==> src/rtl/avalon_tile_pkg.sv <==
// rtl/avalon_tile_pkg.sv - shared beat/word widths and unpacker state encoding
package avalon_tile_pkg;

  localparam int DW   = 32;
  localparam int XDW  = 128;
  localparam int WCNT = XDW / DW;

  typedef enum logic [1:0] {
    ST_IDLE   = 2'd0,
    ST_FETCH  = 2'd1,
    ST_UNPACK = 2'd2,
    ST_DONE   = 2'd3
  } unpack_state_e;

endpackage

==> src/rtl/rmst_data_unpacker.sv <==
// rtl/rmst_data_unpacker.sv - splits read-master beats into DW words for the load FIFO
// Optional macro UNPACK_STALL_CNT_EN adds the stall_cnt back-pressure counter output.
module rmst_data_unpacker #(
  parameter int AW  = 12,
  parameter int DW  = avalon_tile_pkg::DW,
  parameter int XDW = avalon_tile_pkg::XDW
) (
  input  logic           clk,
  input  logic           rst,
  input  logic           load_data_start,
  input  logic [AW-1:0]  param_iolen,
  input  logic           rmst_user_data_available,
  input  logic [XDW-1:0] rmst_user_buffer_data,
  output logic           rmst_user_read_buffer,
  input  logic           load_fifo_almost_full,
  output logic           load_fifo_push,
  output logic [DW-1:0]  rmst_load_data,
  output logic           load_data_done,
  output logic           busy
`ifdef UNPACK_STALL_CNT_EN
  ,
  output logic [15:0]    stall_cnt
`endif
);

  import avalon_tile_pkg::*;

  localparam int LANES = XDW / DW;
  localparam int IW    = (LANES > 1) ? $clog2(LANES) : 1;
  localparam logic [IW-1:0] LAST_IDX = IW'(LANES - 1);

  unpack_state_e  state_q, state_d;
  logic [AW-1:0]  rem_q, rem_d;
  logic [IW-1:0]  idx_q, idx_d;
  logic [XDW-1:0] hold_q, hold_d;
  logic           push_q, push_d;
  logic [DW-1:0]  data_q, data_d;

  always_comb begin
    state_d = state_q;
    rem_d   = rem_q;
    idx_d   = idx_q;
    hold_d  = hold_q;
    push_d  = 1'b0;
    data_d  = data_q;
    case (state_q)
      ST_IDLE: begin
        if (load_data_start) begin
          rem_d   = param_iolen;
          state_d = (param_iolen != '0) ? ST_FETCH : ST_DONE;
        end
      end
      ST_FETCH: begin
        if (rmst_user_data_available) begin
          hold_d  = rmst_user_buffer_data;
          idx_d   = '0;
          state_d = ST_UNPACK;
        end
      end
      ST_UNPACK: begin
        // Back-pressure freezes the whole datapath; only a free FIFO advances a lane.
        if (!load_fifo_almost_full) begin
          push_d = 1'b1;
          data_d = hold_q[idx_q*DW +: DW];
          rem_d  = rem_q - 1'b1;
          idx_d  = idx_q + 1'b1;
          if (rem_q == AW'(1)) begin
            state_d = ST_DONE;
          end else if (idx_q == LAST_IDX) begin
            state_d = ST_FETCH;
          end
        end
      end
      ST_DONE: begin
        state_d = ST_IDLE;
      end
      default: begin
        state_d = ST_IDLE;
      end
    endcase
  end

  always_ff @(posedge clk or negedge rst) begin
    if (!rst) begin
      state_q <= ST_IDLE;
      rem_q   <= '0;
      idx_q   <= '0;
      hold_q  <= '0;
      push_q  <= 1'b0;
      data_q  <= '0;
    end else begin
      state_q <= state_d;
      rem_q   <= rem_d;
      idx_q   <= idx_d;
      hold_q  <= hold_d;
      push_q  <= push_d;
      data_q  <= data_d;
    end
  end

  assign rmst_user_read_buffer = (state_q == ST_FETCH) && rmst_user_data_available;
  assign load_fifo_push        = push_q;
  assign rmst_load_data        = data_q;
  assign load_data_done        = (state_q == ST_DONE);
  assign busy                  = (state_q != ST_IDLE);

`ifdef UNPACK_STALL_CNT_EN
  logic [15:0] stall_q, stall_d;

  always_comb begin
    stall_d = stall_q;
    if ((state_q == ST_IDLE) && load_data_start) begin
      stall_d = '0;
    end else if ((state_q == ST_UNPACK) && load_fifo_almost_full && (stall_q != 16'hFFFF)) begin
      stall_d = stall_q + 16'd1;
    end
  end

  always_ff @(posedge clk or negedge rst) begin
    if (!rst) begin
      stall_q <= '0;
    end else begin
      stall_q <= stall_d;
    end
  end

  assign stall_cnt = stall_q;
`endif

endmodule

==> config.mk <==
export PLATFORM = sky130hd
export DESIGN_NAME = rmst_data_unpacker
export DESIGN_NICKNAME = d
export VERILOG_FILES = /design/src/rtl/avalon_tile_pkg.sv /design/src/rtl/rmst_data_unpacker.sv
export SDC_FILE = /design/constraint.sdc
export NUM_CORES = 1
export LEC_CHECK = 0
export CAP_MARGIN = 30
export CORE_MARGIN = 5
export CORE_UTILIZATION = 45
export CTS_CLUSTER_SIZE = 8
export DETAILED_ROUTE_END_ITERATION = 7
export GPL_ROUTABILITY_DRIVEN = 0
export MAX_ROUTING_LAYER = met4
export PLACE_DENSITY = 0.73
export SLEW_MARGIN = 20
export SYNTH_ARGS = -nofsm -noshare
export SYNTH_HDL_FRONTEND = slang
export SYNTH_SLANG_ARGS = --single-unit
==> constraint.sdc <==
create_clock -name clk -period 3.7 [get_ports clk]
set_clock_uncertainty 0.15 [all_clocks]
set_input_delay 0.74 -clock clk [delete_from_list [all_inputs] [get_ports clk]]
set_output_delay 0.74 -clock clk [all_outputs]
set_load 0.005 [all_outputs]
After elaboration in Yosys (flattened, before gate mapping):

Index checks and enable logic that the tools add are counted.

* add/sub/neg operators: 2
* equal/unequal tests: 9
* shifts and indexed selects: 1
* mux-type cells: 15
* bitwise gates (word level): 1
* reductions and logical operators: 11

Operator list (number)
* indexed part select 128 x 8 -> 32 bit: 1
* two-way mux 12 bit: 2
* one-hot mux 12 bit (2 select lines): 1
* two-way mux 2 bit: 8
* == test 12 x 1 -> 1 bit (second input constant): 1
* nonzero test 12 bit: 1
* subtractor 12 x 1 -> 12 bit (second input constant): 1
* one-hot mux 2 bit (4 select lines): 1
* == test 2 bit (second input constant): 3
* inequality test 2 bit (second input constant): 3
* AND reduction 3 bit: 2
* nonzero test 2 bit: 3
* one-hot mux 2 bit (2 select lines): 1
* AND reduction 2 bit: 2
* AND reduction 4 bit: 1
* inequality test 3 bit (second input constant): 1
* adder 2 x 1 -> 2 bit (second input constant): 1
* == test 2 x 1 -> 1 bit (second input constant): 1
* zero test 2 bit: 1
* two-way mux 1 bit: 2
* logical AND 1 bit: 1
* inverter 1 bit: 1

* flip-flop bits (word level): 177
* output and inout port bits: 36
* logic and storage cells: 45

Logic depth before layout (Yosys ltp):

Gate-level depths: netlist of run 1.

* word-level depth: 5
* gate-level depth with buffers: 8

Worst setup path before layout of run 1:

Ideal clock, no wire load.

* path kind: input -> output
* from: in rmst_user_data_available
* to: out rmst_user_read_buffer
* arrival time: 1.216 ns
* path slack: 1.594 ns
* stages on the path: 3
* buffers on the path: 1
* cells stage by stage: nand3_1 -> inv_1 -> clkbuf_1

* word-level cells in the longest chain between the ends: 1

RTL lines
* from (decl): RTL line rmst_data_unpacker.sv:12 `input logic rmst_user_data_available,`
* logical AND 1 bit: RTL line rmst_data_unpacker.sv:101 `assign rmst_user_read_buffer = (state_q == ST_FETCH) && rmst_user_data_available;`
* to (decl): RTL line rmst_data_unpacker.sv:14 `output logic rmst_user_read_buffer,`

No other way between the ends.

Final worst setup path of run 1:

Ends and elaborated chain as after synthesis.

==> out/results.txt, run 1 <==
The final layout contains routed wiring with a total length of 18800 um. Counting flops and latches in the post-synthesis netlist gives 177. Measured along the x axis, the die boundary spans 143 um.

In the routed design, unresolved DRC markers number 0. The type of the worst setup path is primary input to output pin. The area growth from synthesis to layout is 31.7%. The top cell type by total area after synthesis is sky130_fd_sc_hd__dfrtp_1.

Across all layers, the routed design uses 5873 vias. The tools report the post-synthesis sequential area ratio as 0.554. The relative slew slack is 0.407.

The type of element launching the critical path was a primary input. Setup repair after global routing left no endpoint under its margin. For this run, the detailed router's first-pass iteration total came to 5.

The number of max-slew violations in the final report is 0, and the switching fraction of total power is 0.323. The logs give 5957 for the number of global-route vias before repair and 177 for the number of sinks on the clock net. No sink is reached through more buffers than the 2 on the longest clock path. Counting the fill cells in the layout gives 1445. In the synthesized netlist, the cells that appear most often are 401 x sky130_fd_sc_hd__nand2_1, 177 x sky130_fd_sc_hd__dfrtp_1, 29 x sky130_fd_sc_hd__mux2_4, 29 x sky130_fd_sc_hd__mux4_2, 27 x sky130_fd_sc_hd__buf_2. The cell count after synthesis came out at 778. The post-detailed-route via-to-cell ratio is 4.98, and the setup slack on the worst flop-to-flop path is 1.20 ns. The number of enable-type register cells in the synthesized netlist came out at 0.

The clock network fraction of total power is 0.222, and the share of total power in sequential cells is 0.425. For this run, the top clock speed supported by timing is 344 MHz. The buffer type at the clock tree root was sky130_fd_sc_hd__clkbuf_16. The logs give 0 for the number of antenna violations at the first check in global routing and 0.461 for the initial core utilization. The actual slew at the worst max-slew pin is 0.890 ns. The run gives 130 as the largest net degree at the start of global routing. The combined area of all synthesized cells was 8000 um2; the number of DRC markers after the initial detailed-route iteration was 318. The logs give 0 for the number of synthesis warnings and 5.00 nW for the static leakage.

The minimum period implied by the final worst setup slack came out at 2.91 ns. The run finished with clean final reports. Setup violations remaining at the end of the flow were counted as 0.

The combinational group share of total power was 0.353. The wire length of the first global-routing pass is 30200 um. In this run the worst hold path is classified as primary input to async pin. The floorplan has 48 rows.

The number of placed instances, taps included, is 1149. For this design the total switching power over the nets is 0.00262 W. The startpoint identified for the worst register-to-register timing path is state_q[0]. Buffers inserted during clock tree synthesis total 17. For this design the top-level I/O count stands at 181. For this design the ratio of total power to cell area is 770 nW/um2.

The final core utilization was 0.607; the synthesized area divided by synthesized cell count was 10.3 um2. After synthesis, the cell types taking the most area are sky130_fd_sc_hd__dfrtp_1 55%, sky130_fd_sc_hd__nand2_1 19%, sky130_fd_sc_hd__mux4_2 8.2%. The number of nets in the final layout came out at 1091. The tools report the number of post-CTS setup repair buffers as 0. The endpoint class of the critical path was an output pin.

Yosys mapped the design onto 42 distinct sky130hd cell types. The share of the synthesized area in the top cell type was 0.554; the count of instances resized after the clock tree is built was 0. The die extent in y is 143 um. For the final routed database, the setup TNS stands at 0 ns.

Input and output buffers added on the ports amount to 180. The count of inserted antenna diode cells is 0. The tools report the total nets after synthesis as 926. The tools report the maximum vdd drop as 0.331 mV. For this run, the leading register cell type out of synthesis is sky130_fd_sc_hd__dfrtp_1. Timing analysis after detailed placement gives a worst setup slack of 0.639 ns. The final-report hold violation count came out at 0.

The tools report the internal portion of total power as 0.00549 W. The minimum setup slack in the final design is 0.794 ns, and the layout cell share with drive strength beyond 1 is 0.121. Cell with the most instances after synthesis: sky130_fd_sc_hd__nand2_1. The overflow left after global routing was 0; the critical path required time was 2.81 ns. Critical-path maximum fanout: 3.

Number of buffers inserted by hold repair at cts: 0. TritonCTS built the clock tree. The fraction of registers with async set/reset was 1.00; the clock latency reported for the late side of the worst-skew pair was 0.42 ns.

The area of the die was 20500 um2. The total track usage came out at 0.193. Final clock period utilization by the worst path: 0.786.

In this run the remaining antenna-violating nets after routing total 0. Terminus of the critical flop-to-flop path: idx_q[1]. In the final routed layout, each cell accounts on average for 15.9 um.

Across the run, the number of max-cap violations was 0. For this run, the number of standard cells in the final layout without fillers is 1180. After floorplanning, the core was sized to cover 17400 um2. The logic depth of the worst register-to-register path was 5. After legalization and detailed placement, the total HPWL measured 12600 um.

The tools report the arrival time at the worst endpoint as 2.02 ns. The level count of the clock H-tree was 4; the clock transition time at the flip-flop clock pins of the worst setup and hold paths was 0.07 ns. Total power for the finished layout comes to 0.00811 W.
-- state kept, by name, summed over array words and instances (netlist names) --
name and cells:
idx_q 2, rmst_load_data 32, rem_q 12, load_fifo_push 1, state_q 2, hold_q 128
-- worst max path at each step --
stage,to,startpoint,cells past startpoint
detailed placement,idx_q[1],rmst_user_data_available,6
finish,rmst_user_read_buffer,rmst_user_data_available,4
global placement,idx_q[1],rmst_user_data_available,6
global route,rmst_user_read_buffer,rmst_user_data_available,4
CTS,rmst_user_read_buffer,rmst_user_data_available,4
floorplan,rmst_user_read_buffer,rmst_user_data_available,3
-- critical path, stage by stage --
cell	delay (ns)
sky130_fd_sc_hd__clkdlybuf4s50_1	0.54
sky130_fd_sc_hd__nand3_4	0.11
sky130_fd_sc_hd__inv_4	0.11
sky130_fd_sc_hd__clkdlybuf4s50_1	0.51
-- cell families after synthesis --
family | synth area share
buffers and inverters | 0.0371
adder cells (fa/ha/maj) | 0.00469
AND/OR/NAND/NOR | 0.219
multiplexers | 0.155
flip-flops | 0.554
AO/OA/AOI/OAI | 0.0296
-- layout by cell type (no fill, tap or decap), types with 2 or more instances in the layout --
master,Yosys,routed
sky130_fd_sc_hd__or2_2,3,3
sky130_fd_sc_hd__nor4_1,4,4
sky130_fd_sc_hd__clkbuf_16,0,17
sky130_fd_sc_hd__nor2_1,9,9
sky130_fd_sc_hd__bufinv_16,0,2
sky130_fd_sc_hd__buf_12,3,2
sky130_fd_sc_hd__inv_6,0,2
sky130_fd_sc_hd__nor3b_1,3,3
sky130_fd_sc_hd__a21oi_1,10,10
sky130_fd_sc_hd__o21ai_0,7,7
sky130_fd_sc_hd__mux2i_1,3,3
sky130_fd_sc_hd__ha_1,3,3
sky130_fd_sc_hd__clkdlybuf4s50_1,0,179
sky130_fd_sc_hd__buf_4,4,10
sky130_fd_sc_hd__mux2_4,29,29
sky130_fd_sc_hd__dfrtp_1,177,175
sky130_fd_sc_hd__mux2_2,4,4
sky130_fd_sc_hd__nand2b_1,4,4
sky130_fd_sc_hd__mux4_2,29,29
sky130_fd_sc_hd__mux4_1,3,3
sky130_fd_sc_hd__clkinvlp_4,0,3
sky130_fd_sc_hd__nor3_1,3,3
sky130_fd_sc_hd__dfrtp_2,0,2
sky130_fd_sc_hd__nor2b_1,4,4
sky130_fd_sc_hd__nand2_1,401,401
sky130_fd_sc_hd__nand3_1,4,3
sky130_fd_sc_hd__o22ai_1,7,7
sky130_fd_sc_hd__clkinv_4,0,3
sky130_fd_sc_hd__clkbuf_8,0,2
sky130_fd_sc_hd__a2bb2oi_1,4,4
sky130_fd_sc_hd__inv_1,5,4
-- through the flow --
step	area, um2	hold WS, ns
final	10500	0.170
after global routing	10500	0.203
after CTS	10500	0.188
after detailed placement	9940	0.307
after global placement	9940	0.302
after floorplan	8000	0.287
-- final cells by class --
type                    count  area (um2)  share of cell area
repair buffers            192        1920               0.182
well taps                 225         282              0.0267
flip-flops and latches    177        4430               0.421
inverters                   5        21.3             0.00202
clock inverters            11         131              0.0125
clock buffers              20         457              0.0434
multi-input cells         550        3290               0.312
-- power groups by stage --
stage / Clock (W) / Combinational (W) / Sequential (W)
floorplan: 0 / 0.00216 / 0.00323
global placement: 0 / 0.00280 / 0.00346
detailed placement: 0 / 0.00289 / 0.00348
CTS: 0.00184 / 0.00291 / 0.00346
global route: 0.00192 / 0.00319 / 0.00358
finish: 0.00180 / 0.00286 / 0.00345
-- per-layer routing --
metal | up-vias | GRT usage | wire (um)
li1 | 2864 | - | -
met1 | 2839 | 0.261 | 8420
met2 | 163 | 0.303 | 9240
met3 | 7 | 0.0383 | 1050
met4 | 0 | 0.0476 | 104
met5 | - | - | 0
Power figures use the tool's default switching activity.
==> run 2: changes to the inputs <==
--- a/config.mk
+++ b/config.mk
@@ -12,7 +12,7 @@
 export DETAILED_ROUTE_END_ITERATION = 7
 export GPL_ROUTABILITY_DRIVEN = 0
 export MAX_ROUTING_LAYER = met4
-export PLACE_DENSITY = 0.73
+export PLACE_DENSITY = 0.76
 export SLEW_MARGIN = 20
 export SYNTH_ARGS = -nofsm -noshare
 export SYNTH_HDL_FRONTEND = slang
==> constraint.sdc (replaced) <==
create_clock -name clk -period 2.6 [get_ports clk]
set_clock_uncertainty 0.15 [all_clocks]
set_input_delay 0.52 -clock clk [delete_from_list [all_inputs] [get_ports clk]]
set_output_delay 0.52 -clock clk [all_outputs]
set_load 0.005 [all_outputs]
==> out/results.txt, run 2 (synthesis results as in run 1) <==
The flow ran to the end, and the final reports show no timing, DRC or antenna violations. Clock latency on the worst-skew pair, taken at its later pin, is 0.42 ns. The first routing iteration left 335 violations.

The tools report the number of buffers created by CTS as 17. The internal portion of the total power is 0.00789 W. The relative slew slack is 0.471. The clock transition time at the flip-flop clock pins of the worst setup and hold paths came out at 0.07 ns.

Setup violations remaining at the end of the flow were counted as 0. After detailed routing, the total wire length is 19000 um. Setup repair after global routing left no endpoint under its margin. The tools report the number of nets in the final layout as 1094. The DRC violations left is 0. The path class of the tightest hold or removal check is register to register. The count of antenna-violating nets left after detailed routing came out at 0. The register with the most flip-flops in the layout has 128 of them. The switching fraction of total power was 0.321. No sink is reached through more buffers than the 2 on the longest clock path.

The die extent in y was 143 um; the initial core utilization was 0.461. For this run, the detailed router's first-pass iteration total came to 5. The post-detailed-route via-to-cell ratio is 5.04. STA classifies the critical path startpoint as a primary input. Hold is met by 0.319 ns. CTS built an H-tree with a depth of 4.

Summed over all layers, the global routing overflow is 0. The core region area came out at 17400 um2. The cell count of the worst hold path is 2.

More flip-flops sit in one register than any other, and that register is hold_q. The number of antenna violations at the first check in global routing was 0. Counting cells, the worst reg-to-reg path comes to 6. The run gives 0 as the final-report hold violation count. The completed layout was analyzed and its total power is 0.0116 W. Timing analysis after detailed placement gives a worst setup slack of 0.0920 ns. The worst path needs 2.49 ns of the cycle, external delays included.

Data on the critical path is required at its endpoint by 1.93 ns. Based on the critical path, the design can be clocked at up to 402 MHz. The quantity of I/O buffers inserted on ports is 180. In this run the core area contains 48 standard-cell rows. The critical path in this run is classified as primary input to output pin. The logs give 30900 um for the wire length of the first global-routing pass and 0.216 for the clock network fraction of total power.

The max-cap violation count was 0. The tools report the number of max-slew violations in the final report as 0. The number of antenna diodes in the final layout is 0.

The combinational group share of total power is 0.368, and the actual slew at the worst max-slew pin is 0.791 ns. The top cell types in the final layout, fill and taps aside, are 401 x sky130_fd_sc_hd__nand2_1, 179 x sky130_fd_sc_hd__clkdlybuf4s50_1, 174 x sky130_fd_sc_hd__dfrtp_1. The die width works out to 143 um. Number of global-route vias before repair: 6203. The tools report the buffer type at the clock tree root as sky130_fd_sc_hd__clkbuf_16. In this run the worst path has a maximum fanout of 3. The run gives 12800 um as the half-perimeter wire length after detailed placement. For this design, the sink count on the clock tree is 177.

Summed over all cells, the static leakage comes to 5.04 nW. The fill cell total of the finished layout is 1388. In this run the post-CTS setup repair buffer count came out at 0. Share of total power in sequential cells: 0.416.

The tools report the area of the die as 20500 um2. Power spread over the standard cell area amounts to 1090 nW/um2. The largest net degree at the start of global routing was 130. Final setup TNS: 0 ns. The boundary pin count was 181.

The total track usage is 0.195. The layout cell share with drive strength beyond 1 is 0.122. The average routed wire per standard cell is 16.0 um.

From synthesis to final layout, the design area changed by 32.9%. The final clock period utilization by the worst path came out at 0.957. TritonCTS built the clock tree. The maximum vdd drop was 0.581 mV. Across all setup checks in the final design, the least slack found is 0.112 ns. Data arrives at the worst endpoint at 1.82 ns. Most common cell after layout, fill and taps aside: sky130_fd_sc_hd__nand2_1. The tools report the switching power as 0.00374 W.

Across all layers, the routed design uses 5960 vias. STA classifies the critical path endpoint as an output pin.
==> run 2: worst paths after layout <==
path,slack (ns),from,to
worst max register to register,0.61,state_q[1],idx_q[0]
worst min register to register,0.32,hold_q[33],hold_q[33]
max in group asynchronous,1.12,rst,idx_q[0]
worst min-delay path,0.32,hold_q[33],hold_q[33]
min in group asynchronous,0.48,rst,hold_q[35]
worst max-delay path,0.11,rmst_user_data_available,rmst_user_read_buffer
==> run 2: what timing repair did <==
action                     CTS  global route
setup endpoints to repair    0             1
resized for setup            0             1
hold endpoints to repair    54             0
hold buffers                 1             0
==> run 2: critical path, stage by stage <==
cell                              delay, ns
sky130_fd_sc_hd__clkdlybuf4s50_1       0.56
sky130_fd_sc_hd__nand3_4               0.12
sky130_fd_sc_hd__inv_4                 0.11
sky130_fd_sc_hd__clkdlybuf4s50_1       0.50
==> run 2: power groups by stage <==
| stage | logic [W] | clock network [W] | registers (W) |
|---|---|---|---|
| after floorplan | 0.00307 | 0 | 0.00459 |
| after global placement | 0.00419 | 0 | 0.00481 |
| after detailed placement | 0.00432 | 0 | 0.00485 |
| after CTS | 0.00434 | 0.00256 | 0.00484 |
| after global routing | 0.00476 | 0.00269 | 0.00500 |
| final | 0.00427 | 0.00251 | 0.00484 |
==> run 2: area by class of cell <==
class / count / area (um2) / area share
clock buffer: 22 / 464 / 0.0437
tap: 225 / 282 / 0.0265
sequential: 177 / 4430 / 0.417
timing repair buffer: 195 / 2030 / 0.191
clock inverter: 9 / 108 / 0.0101
multi-input combinational: 550 / 3290 / 0.310
inverter: 5 / 21.3 / 0.00200
==> run 2: layer usage <==
layer,vias to the layer above,global-route usage,share of wire,wire length (um)
li1,2876,-,-,-
met4,0,0.0471,0.013,254
met3,18,0.0419,0.051,968
met5,-,-,0,0
met1,2900,0.264,0.45,8550
met2,166,0.304,0.48,9200
==> run 2: per-stage QoR <==
| stage | util | instances | cell area, um2 |
|---|---|---|---|
| after CTS | 0.612 | 1183 | 10600 |
| after floorplan | - | 778 | 8000 |
| after detailed placement | 0.579 | 1151 | 10000 |
| after global placement | 0.579 | 1151 | 10000 |
| final | 0.612 | 1183 | 10600 |
| after global routing | 0.612 | 1183 | 10600 |
==> run 3: changes to the inputs <==
--- a/config.mk
+++ b/config.mk
@@ -5,7 +5,7 @@
 export SDC_FILE = /design/constraint.sdc
 export NUM_CORES = 1
 export LEC_CHECK = 0
-export CAP_MARGIN = 30
+export CAP_MARGIN = 20
 export CORE_MARGIN = 5
 export CORE_UTILIZATION = 45
 export CTS_CLUSTER_SIZE = 8
==> results of run 3 <==
The final DEF is identical to that of run 2; final timing and power are the same.
